===== config.mk =====
export PLATFORM = sky130hd
export DESIGN_NAME = tfm_sched_flat
export DESIGN_NICKNAME = d
export VERILOG_FILES = /design/src/rtl/tfm_sched_if.sv /design/src/rtl/tfm_sched.sv /design/src/flat_wrapper.sv
export SDC_FILE = /design/constraint.sdc
export NUM_CORES = 1
export LEC_CHECK = 0
export BUFFER_PORTS_ARGS = -buffer_cell sky130_fd_sc_hd__buf_2
export CAP_MARGIN = 30
export CORE_ASPECT_RATIO = 0.7
export CORE_MARGIN = 3
export CORE_UTILIZATION = 40
export DETAILED_ROUTE_END_ITERATION = 10
export SLEW_MARGIN = 20
export SYNTH_ARGS = -nofsm -noshare
export SYNTH_HDL_FRONTEND = slang
export SYNTH_SLANG_ARGS = --single-unit

===== constraint.sdc =====
create_clock -name clk -period 4 [get_ports clk]
set_clock_uncertainty 0.1 [all_clocks]
set_input_delay 0.8 -clock clk [delete_from_list [all_inputs] [get_ports clk]]
set_output_delay 0.8 -clock clk [all_outputs]
set_load 0.01 [all_outputs]

===== src/rtl/tfm_sched_if.sv =====
// Handshake and control bundle between the stage sequencer, the upstream sample source,
// the twiddle ROM / multiplier pair and the tfm_sched scheduler.
interface tfm_sched_if #(
    parameter int unsigned LOG2N = 6,
    parameter int unsigned STG_W = 3
);
    logic             start;
    logic [STG_W-1:0] stage;
    logic             in_valid;
    logic             in_ready;
    logic [LOG2N-2:0] rom_addr;
    logic             tfm_en;
    logic             tfm_out_val;
    logic             busy;
    logic             done;
    logic             err;

    modport master (
        output start, stage, in_valid, tfm_out_val,
        input  in_ready, rom_addr, tfm_en, busy, done, err
    );

    modport slave (
        input  start, stage, in_valid, tfm_out_val,
        output in_ready, rom_addr, tfm_en, busy, done, err
    );
endinterface


===== src/rtl/tfm_sched.sv =====
// Per-stage twiddle scheduler for a radix-2 FFT: issues N/2 ROM addresses, enables the
// multiplier one cycle later, checks its fixed latency and counts returned results.
module tfm_sched #(
    parameter int unsigned LOG2N   = 6,
    parameter int unsigned STG_W   = 3,
    parameter int unsigned TFM_LAT = 2
) (
    input logic      clk,
    input logic      rst,
    tfm_sched_if.slave bus
);
    localparam logic [1:0] S_IDLE  = 2'd0;
    localparam logic [1:0] S_RUN   = 2'd1;
    localparam logic [1:0] S_DRAIN = 2'd2;
    localparam logic [1:0] S_DONE  = 2'd3;

    localparam logic [LOG2N-1:0] HALF = {1'b1, {(LOG2N-1){1'b0}}};

    logic [1:0]         r_state;
    logic [STG_W-1:0]   r_stage;
    logic [LOG2N-1:0]   r_k;
    logic [LOG2N-1:0]   r_r;
    logic [LOG2N-2:0]   r_rom_addr;
    logic               r_tfm_en;
    logic               r_err;
    logic [TFM_LAT-1:0] r_lat_sr;

    logic               w_in_ready;
    logic               w_accept;
    logic               w_active;
    logic               w_ret;
    logic               w_lat_err;
    logic               w_stray;
    logic               w_start_ok;
    logic               w_start_bad;
    logic [LOG2N-1:0]   w_k_next;
    logic [LOG2N-1:0]   w_r_next;
    logic [LOG2N-1:0]   w_kmask;
    logic [STG_W-1:0]   w_shamt;
    logic [LOG2N-2:0]   w_addr;

    always_comb begin
        w_active    = (r_state == S_RUN) || (r_state == S_DRAIN);
        w_in_ready  = (r_state == S_RUN) && (r_k < HALF);
        w_accept    = bus.in_valid && w_in_ready;
        w_ret       = bus.tfm_out_val && w_active;
        w_k_next    = r_k + LOG2N'(w_accept);
        w_r_next    = r_r + LOG2N'(w_ret);
        w_lat_err   = w_active && (r_lat_sr[TFM_LAT-1] != bus.tfm_out_val);
        w_stray     = bus.tfm_out_val && !w_active;
        w_start_ok  = (r_state == S_IDLE) && bus.start && (32'(bus.stage) < LOG2N);
        w_start_bad = (r_state == S_IDLE) && bus.start && (32'(bus.stage) >= LOG2N);
        // Address = (k mod 2^s) << (LOG2N-1-s), formed at full k width then truncated.
        w_kmask     = r_k & ((LOG2N'(1) << r_stage) - LOG2N'(1));
        w_shamt     = STG_W'(LOG2N - 1) - r_stage;
        w_addr      = (LOG2N-1)'(w_kmask << w_shamt);
    end

    always_ff @(posedge clk) begin
        if (!rst) begin
            r_state    <= S_IDLE;
            r_stage    <= '0;
            r_k        <= '0;
            r_r        <= '0;
            r_rom_addr <= '0;
            r_tfm_en   <= 1'b0;
            r_err      <= 1'b0;
            r_lat_sr   <= '0;
        end else begin
            r_tfm_en    <= w_accept;
            r_lat_sr[0] <= r_tfm_en;
            for (int unsigned i = 1; i < TFM_LAT; i++) begin
                r_lat_sr[i] <= r_lat_sr[i-1];
            end

            if (w_accept) begin
                r_rom_addr <= w_addr;
                r_k        <= w_k_next;
            end
            if (w_ret) begin
                r_r <= w_r_next;
            end

            if (w_start_bad || w_lat_err || w_stray) begin
                r_err <= 1'b1;
            end else if (w_start_ok) begin
                r_err <= 1'b0;
            end

            case (r_state)
                S_IDLE: begin
                    if (w_start_ok) begin
                        r_stage <= bus.stage;
                        r_k     <= '0;
                        r_r     <= '0;
                        r_state <= S_RUN;
                    end
                end
                S_RUN: begin
                    if (w_k_next == HALF) begin
                        r_state <= S_DRAIN;
                    end
                end
                S_DRAIN: begin
                    if (w_r_next == HALF) begin
                        r_state <= S_DONE;
                    end
                end
                S_DONE:  r_state <= S_IDLE;
                default: r_state <= S_IDLE;
            endcase
        end
    end

    assign bus.in_ready = w_in_ready;
    assign bus.rom_addr = r_rom_addr;
    assign bus.tfm_en   = r_tfm_en;
    assign bus.busy     = (r_state != S_IDLE);
    assign bus.done     = (r_state == S_DONE);
    assign bus.err      = r_err;
endmodule


===== src/flat_wrapper.sv =====
// flat-port wrapper written by rule: the top's interface ports become plain ports
module tfm_sched_flat 
#(
    parameter int unsigned LOG2N   = 6,
    parameter int unsigned STG_W   = 3,
    parameter int unsigned TFM_LAT = 2
)
  (clk, rst, bus_start, bus_stage, bus_in_valid, bus_tfm_out_val, bus_in_ready, bus_rom_addr, bus_tfm_en, bus_busy, bus_done, bus_err);
  tfm_sched_if #(.LOG2N(LOG2N), .STG_W(STG_W)) bus_i ();
  input logic clk;
  input logic rst;
  input wire logic [$bits(bus_i.start)-1:0] bus_start;
  input wire logic [$bits(bus_i.stage)-1:0] bus_stage;
  input wire logic [$bits(bus_i.in_valid)-1:0] bus_in_valid;
  input wire logic [$bits(bus_i.tfm_out_val)-1:0] bus_tfm_out_val;
  output wire logic [$bits(bus_i.in_ready)-1:0] bus_in_ready;
  output wire logic [$bits(bus_i.rom_addr)-1:0] bus_rom_addr;
  output wire logic [$bits(bus_i.tfm_en)-1:0] bus_tfm_en;
  output wire logic [$bits(bus_i.busy)-1:0] bus_busy;
  output wire logic [$bits(bus_i.done)-1:0] bus_done;
  output wire logic [$bits(bus_i.err)-1:0] bus_err;
  assign bus_i.start = bus_start;
  assign bus_i.stage = bus_stage;
  assign bus_i.in_valid = bus_in_valid;
  assign bus_i.tfm_out_val = bus_tfm_out_val;
  assign bus_in_ready = bus_i.in_ready;
  assign bus_rom_addr = bus_i.rom_addr;
  assign bus_tfm_en = bus_i.tfm_en;
  assign bus_busy = bus_i.busy;
  assign bus_done = bus_i.done;
  assign bus_err = bus_i.err;
  tfm_sched #(.LOG2N(LOG2N), .STG_W(STG_W), .TFM_LAT(TFM_LAT)) u_core (.clk(clk), .rst(rst), .bus(bus_i));
endmodule

### Word-level counts from Yosys, hierarchy flattened

Index checks and enable logic that the tools add are counted.

| word-level totals | value |
|---|---|
| input port bits | 8 |
| bits in registers | 26 |
| logic and storage cells | 56 |
| output and inout port bits | 10 |

| operators by class | value |
|---|---|
| reductions and logical operators | 17 |
| bitwise gates (word level) | 1 |
| shifts and indexed selects | 2 |
| equality and inequality tests | 9 |
| $add $sub $neg | 4 |
| muxes and demuxes | 12 |
| order comparisons | 3 |

Operator list:

| operator | count |
|---|---|
| $mux W6 | 6 |
| $add A6 B1 Y6 | 2 |
| $eq A6 B6 Y1 const B | 2 |
| $logic_and A1 B1 Y1 | 8 |
| $pmux W2 S4 | 1 |
| $and A6 B6 Y6 | 1 |
| $lt A6 B6 Y1 const B | 1 |
| $mux W2 | 3 |
| $shl A1 B3 Y6 const A | 1 |
| $shl A6 B3 Y5 | 1 |
| $sub A6 B1 Y6 const B | 1 |
| $eq A2 B2 Y1 const B | 2 |
| $ne A2 B2 Y1 const B | 2 |
| $reduce_bool A2 Y1 | 2 |
| $ge A3 B3 Y1 const B | 1 |
| $logic_or A1 B1 Y1 | 3 |
| $lt A3 B3 Y1 const B | 1 |
| $reduce_and A3 Y1 | 1 |
| $sub A3 B3 Y3 const A | 1 |
| $eq A2 B1 Y1 const B | 1 |
| $logic_not A2 Y1 | 1 |
| $mux W1 | 2 |
| $ne A2 B1 Y1 const B | 1 |
| $reduce_and A2 Y1 | 1 |
| other kinds (2) | 2 |

### Logic depth before layout (Yosys ltp)

| depth | value |
|---|---|
| depth after elaboration | 7 |
| mapped depth | 12 |
| mapped depth without buffers | 12 |

### Worst setup path after synthesis

No wires, ideal clock.

| path | value |
|---|---|
| kind | input to register |
| start point | input bus_in_valid |
| end point | register u_core.r_state[1] |
| data required time | 3.828 ns |
| buffers on the path | 0 |
| setup slack | 1.248 ns |
| stages on the path | 9 |
| arrival | 2.580 ns |
| setup time | 0.072 ns |
| cells stage by stage | nand2_1 clkinv_1 ha_1 ha_1 nor3_1 a31oi_1 o41a_1 a211oi_2 mux2i_1 |

| between the ends | value |
|---|---|
| cells in the longest elaborated chain, start to end | 5 |

RTL lines:

| item | line | text |
|---|---|---|
| from (decl) | flat_wrapper.sv:14 | `input wire logic [$bits(bus_i.in_valid)-1:0] bus_in_valid;` |
| $logic_and A1 B1 Y1 | tfm_sched.sv:45 | `w_accept = bus.in_valid && w_in_ready;` |
| via u_core.w_accept | tfm_sched.sv:29 | `logic w_accept;` |
| $add A6 B1 Y6 | tfm_sched.sv:47 | `w_k_next = r_k + LOG2N'(w_accept);` |
| $eq A6 B6 Y1 | tfm_sched.sv:100 | `if (w_k_next == HALF) begin` |
| $ne A2 B2 Y1 (no source line) | n/a |  |
| $reduce_and A3 Y1 (no source line) | n/a |  |
| to (signal assigned) | tfm_sched.sv:101 | `r_state <= S_DRAIN;` |
| to (signal assigned) | tfm_sched.sv:106 | `r_state <= S_DONE;` |
| to (signal assigned) | tfm_sched.sv:109 | `S_DONE: r_state <= S_IDLE;` |
| to (decl) | tfm_sched.sv:19 | `logic [1:0] r_state;` |

The timed path passes the listed nets, and every way through them passes these cells.
A chain may end at the register's enable or synchronous reset.

### Worst setup path after layout

| path | value |
|---|---|
| start point | register u_core.r_state[1] |
| end point | register u_core.r_state[1] |

| between the ends | value |
|---|---|
| cells in the longest elaborated chain, start to end | 7 |

RTL lines:

| item | line | text |
|---|---|---|
| from (signal assigned) | tfm_sched.sv:61 | `r_state <= S_IDLE;` |
| from (signal assigned) | tfm_sched.sv:96 | `r_state <= S_RUN;` |
| from (signal assigned) | tfm_sched.sv:101 |  |
| $eq A2 B1 Y1 | tfm_sched.sv:44 | `w_in_ready = (r_state == S_RUN) && (r_k < HALF);` |
| $logic_and A1 B1 Y1 | tfm_sched.sv:44 |  |
| $logic_and A1 B1 Y1 | tfm_sched.sv:45 |  |
| via u_core.w_accept | tfm_sched.sv:29 |  |
| $add A6 B1 Y6 | tfm_sched.sv:47 |  |
| $eq A6 B6 Y1 | tfm_sched.sv:100 |  |
| $ne A2 B2 Y1 (no source line) | n/a |  |
| $reduce_and A3 Y1 (no source line) | n/a |  |

The timed path passes the listed nets, and every way through them passes these cells.

==> flow_results.org <==
** Clocking
- No sink is reached through more buffers than the 2 on the longest clock path.
- # Post-CTS Setup Buffers :: 0
- Number of sinks handled by clock tree synthesis :: 26
- Number of clock buffers inserted by TritonCTS :: 3
- CTS H-Tree Depth :: 1
- Clock slew at the register clock pins of the worst setup and hold paths :: 0.09 ns
- Hold buffers post-CTS :: 0
- Root cell of the clock tree :: sky130_fd_sc_hd__clkbuf_8
- Number of gates given a new drive strength after cts :: 0
- At the later pin of the worst-skew pair, clock insertion delay measures 0.27 ns.
- Clock tree from TritonCTS :: built

** Pwr
- Of the total power, the share spent switching nets is 35.7%.
- Sequential cells burn 42.8% of the power.
- In this run the power density over the cells is 494 nW/um^2.
- Leakage power summed over all cells :: between 0.6 and 0.7 nW
- Across the VDD grid, the largest voltage drop is 0.319 mV.
- Overall power :: 0.000744 W
- Sw power :: 0.000266 W
- Internal power :: 0.000478 W
- Part of the total power dissipated in combinational logic :: around 34%
- Portion of total power attributed to the clock network :: 23.2%

** Synthesis
- Netlist area before placement :: 1340 sq um
- Number of storage elements in the synthesis netlist :: 26
- Summing the areas of all xor and xnor instances in the mapped netlist gives 7.82% of the synthesized area.
- Adder-Cell Fraction of Synth Area :: 8.38%
- A synthesized cell averages roughly 8.6 sq um.
- Combinational family with the most area after synthesis :: simple AND/OR/NAND/NOR gates
- Number of nets in the synthesized netlist :: approximately 170
- The portion of synthesized area spent on multiplexers is roughly 2.3%.
- Area fraction in and, or, nand and nor cells after synthesis :: 22.8%
- The synthesized netlist devotes approximately 16% of its cell area to compound gates.
- Number of distinct library cells after synthesis :: 37
- Number of instances in the synthesized netlist :: 157
- Share of synthesized area occupied by flip-flops and latches :: 38.7%
- Synth Warn # :: 0

** Final layout
- Final-stage net count :: 190
- The library cell used most frequently in the layout, excluding fill and tap cells, is sky130_fd_sc_hd__dfxtp_1.
- Area growth from synthesis to final layout :: 12.1%
- Share of post-route cells with drive strength above 1 :: between 15 and 20%
- Antenna fix cells :: 0
- Commonest non-fill, non-tap cells in the layout :: 26 x sky130_fd_sc_hd__dfxtp_1, 25 x sky130_fd_sc_hd__nand2_1, 17 x sky130_fd_sc_hd__buf_2

** STA
- Fraction of the cycle the final worst path needs :: 77.4%
- The number of pins exceeding their max-slew limit in the final report was 0.
- For the pin with the worst max-slew slack, the measured transition is 0.384 ns.
- In this run the tightest slew margin relative to its limit is 74.4%.
- Final worst path period need :: roughly 3.1 ns
- Setup violations remaining at the end of the flow were counted as 0.
- After routing, the total negative slack on setup checks comes to 0 ns.
- The number of hold violations in the final report was 0.
- Setup repair after global routing left no endpoint under its margin.
- Max Clk Rate :: 323 MHz

** GRT
- For this run the aggregate overflow at the end of global routing stands at 0.
- GRT Overall Usage :: 15.4%
- Via count of the first global-routing pass :: 1,002
- Global-route wire length before repair :: 4660 microns
- Entering global routing, the biggest net connects 19 pins.
- Number of antenna violations at the first check in global routing :: 0

** Detailed routing
- The pre-antenna-repair detailed-routing pass consisted of 4 iterations.
- Average wire per cell in the routed design :: approximately 13 microns
- Drt initial violations :: 84
- In this run the remaining antenna-violating nets after routing total 0.
- The final layout contains routed wiring with a total length of 2770 microns.
- Number of vias after detailed routing :: 1,132
- Number of remaining DRC errors :: 0
- Via-to-Cell Ratio :: around 5.4

** Floorplan
- For this configuration, the core starts out at a cell density of 44.8%.
- In this run the horizontal extent of the chip is 75.3 microns.
- Std cell rows :: 16
- The floorplan step defined a die boundary enclosing 4100 sq um.
- Die H :: 54.5 microns
- Area inside the core boundary :: 3000 sq um
- Top-level port count :: 18

** Critical path
- STA classifies the critical path startpoint as a flop.
- Data required, critical path :: 4.11 ns
- Of all nets on the critical path, the largest fanout is 10.
- Crit end category :: flop
- Setup Crit Path Kind :: flop to flop
- Data arrival at the endpoint of the critical path :: 3.21 ns

** Place
- Buffers placed on the I/O ports in this run total 17.
- Once detailed placement completed, the half-perimeter wirelength came to roughly 2100 microns.
- Weighted congestion reported at the end of routability-driven placement :: between 0.8 and 0.9

** Hold path
- Path class of the lowest-slack min-delay path :: flop to flop

** Status
- The flow ran to the end, and the final reports show no timing, DRC or antenna violations.

** Run
- Max-cap check violation count :: 0
stage by stage:
step / worst slack [ns] / utilization (%) / hold WS, ns / cells / area, sq um
final: 0.904 / 50.2 / 0.346 / 208 / 1510
after CTS: 0.935 / 50.2 / 0.354 / 208 / 1510
after floorplan: 1.25 / - / 0.312 / 157 / 1340
after detailed placement: 0.871 / 48.3 / 0.329 / 204 / 1450
after global routing: 0.647 / 50.2 / 0.366 / 208 / 1510
after global placement: 0.987 / 48.3 / 0.320 / 204 / 1450
cell families (layout without fill, tap and decap cells):
family | count (synthesis) | count (layout)
and+or+nand+nor | 65 | 65
AOI/OAI and AO/OA | 29 | 29
DFF | 26 | 26
buffers and inverters | 13 | 28
xor gates and xnor gates | 12 | 12
adders and majority gates | 9 | 9
muxes | 3 | 3
area by class of cell:
| class | instances | area, sq um |
|---|---|---|
| Multi-Input combinational cell | 118 | 774 |
| Timing Repair Buffer | 17 | 85.1 |
| Fill cell | 288 | 1500 |
| Sequential cell | 26 | 520 |
| Inverter | 7 | 26.3 |
| Tap cell | 36 | 45.0 |
| Clock buffer | 4 | 55.1 |
layer usage:
layer,up-vias,track usage [%],wire [microns]
met4,0,3.78,17
met2,38,22.1,1080
met5,-,0,0
met1,519,22.2,1470
met3,3,5.14,203
li1,572,-,-
cells in the mapped netlist, drive strengths merged:
cell type	count	area share, %
o211ai	1	0.56
a32oi	1	0.65
o31a	1	0.65
or3	1	0.47
xnor2	7	4.6
inv	6	1.7
and3	4	2.0
clkinv	1	0.28
mux2i	2	1.5
or3b	1	0.65
nor2b	5	2.3
and2	3	1.4
o41a	1	0.84
a2bb2oi	1	0.65
ha	9	8.4
nand3	4	1.5
nand4	4	1.9
a2111o	1	0.84
nor2	14	3.9
dfxtp	26	39
o21ai	5	1.9
nand3b	1	0.56
o21a	1	0.56
nor3	2	0.74
nand2	25	7.0
a211oi	1	0.93
o211a	2	1.5
nand2b	1	0.47
a21boi	3	1.7
xor2	5	3.3
a211o	1	0.65
clkbuf	6	1.7
a21oi	5	1.9
o221a	2	1.7
mux2	1	0.84
a31oi	3	1.4
state kept, by name, indices dropped and copies added (netlist names):
name                 cells
u_core.r_state           2
u_core.r_lat_sr          2
u_core.bus.tfm_en        1
u_core.bus.rom_addr      5
u_core.r_stage           3
u_core.bus.err           1
u_core.r_k               6
u_core.r_r               6
power by group through the flow:
stage               Clock [W]  Combinational [W]  Sequential (W)
floorplan                   0           0.000179        0.000316
global placement            0           0.000243        0.000321
detailed placement          0           0.000251        0.000323
CTS                  0.000177           0.000253        0.000317
global route         0.000187           0.000283        0.000324
finish               0.000173           0.000252        0.000319
path summary, 6_finish.rpt:
kind                             startpoint                        endpoint  slack, ns  depth (start not counted)
min reg2reg   u_core.r_lat_sr[0]$_SDFF_PN0_   u_core.r_lat_sr[1]$_SDFF_PN0_       0.35                          1
min           u_core.r_lat_sr[0]$_SDFF_PN0_   u_core.r_lat_sr[1]$_SDFF_PN0_       0.35                          1
max          u_core.r_state[1]$_SDFFE_PN0P_  u_core.r_state[1]$_SDFFE_PN0P_       0.90                         12
max reg2reg  u_core.r_state[1]$_SDFFE_PN0P_  u_core.r_state[1]$_SDFFE_PN0P_       0.90                         12
worst max-delay path: stages, from the launching register on:
cell	delay, ns
sky130_fd_sc_hd__dfxtp_1	0.41
sky130_fd_sc_hd__inv_1	0.09
sky130_fd_sc_hd__ha_1	0.20
sky130_fd_sc_hd__nor2b_1	0.16
sky130_fd_sc_hd__nand2_1	0.22
sky130_fd_sc_hd__clkinv_1	0.30
sky130_fd_sc_hd__ha_1	0.31
sky130_fd_sc_hd__ha_1	0.23
sky130_fd_sc_hd__nor3_1	0.14
sky130_fd_sc_hd__a31oi_1	0.06
sky130_fd_sc_hd__o41a_1	0.35
sky130_fd_sc_hd__a211oi_2	0.27
sky130_fd_sc_hd__mux2i_1	0.21
Note: power is estimated with default switching activity, not from simulation.
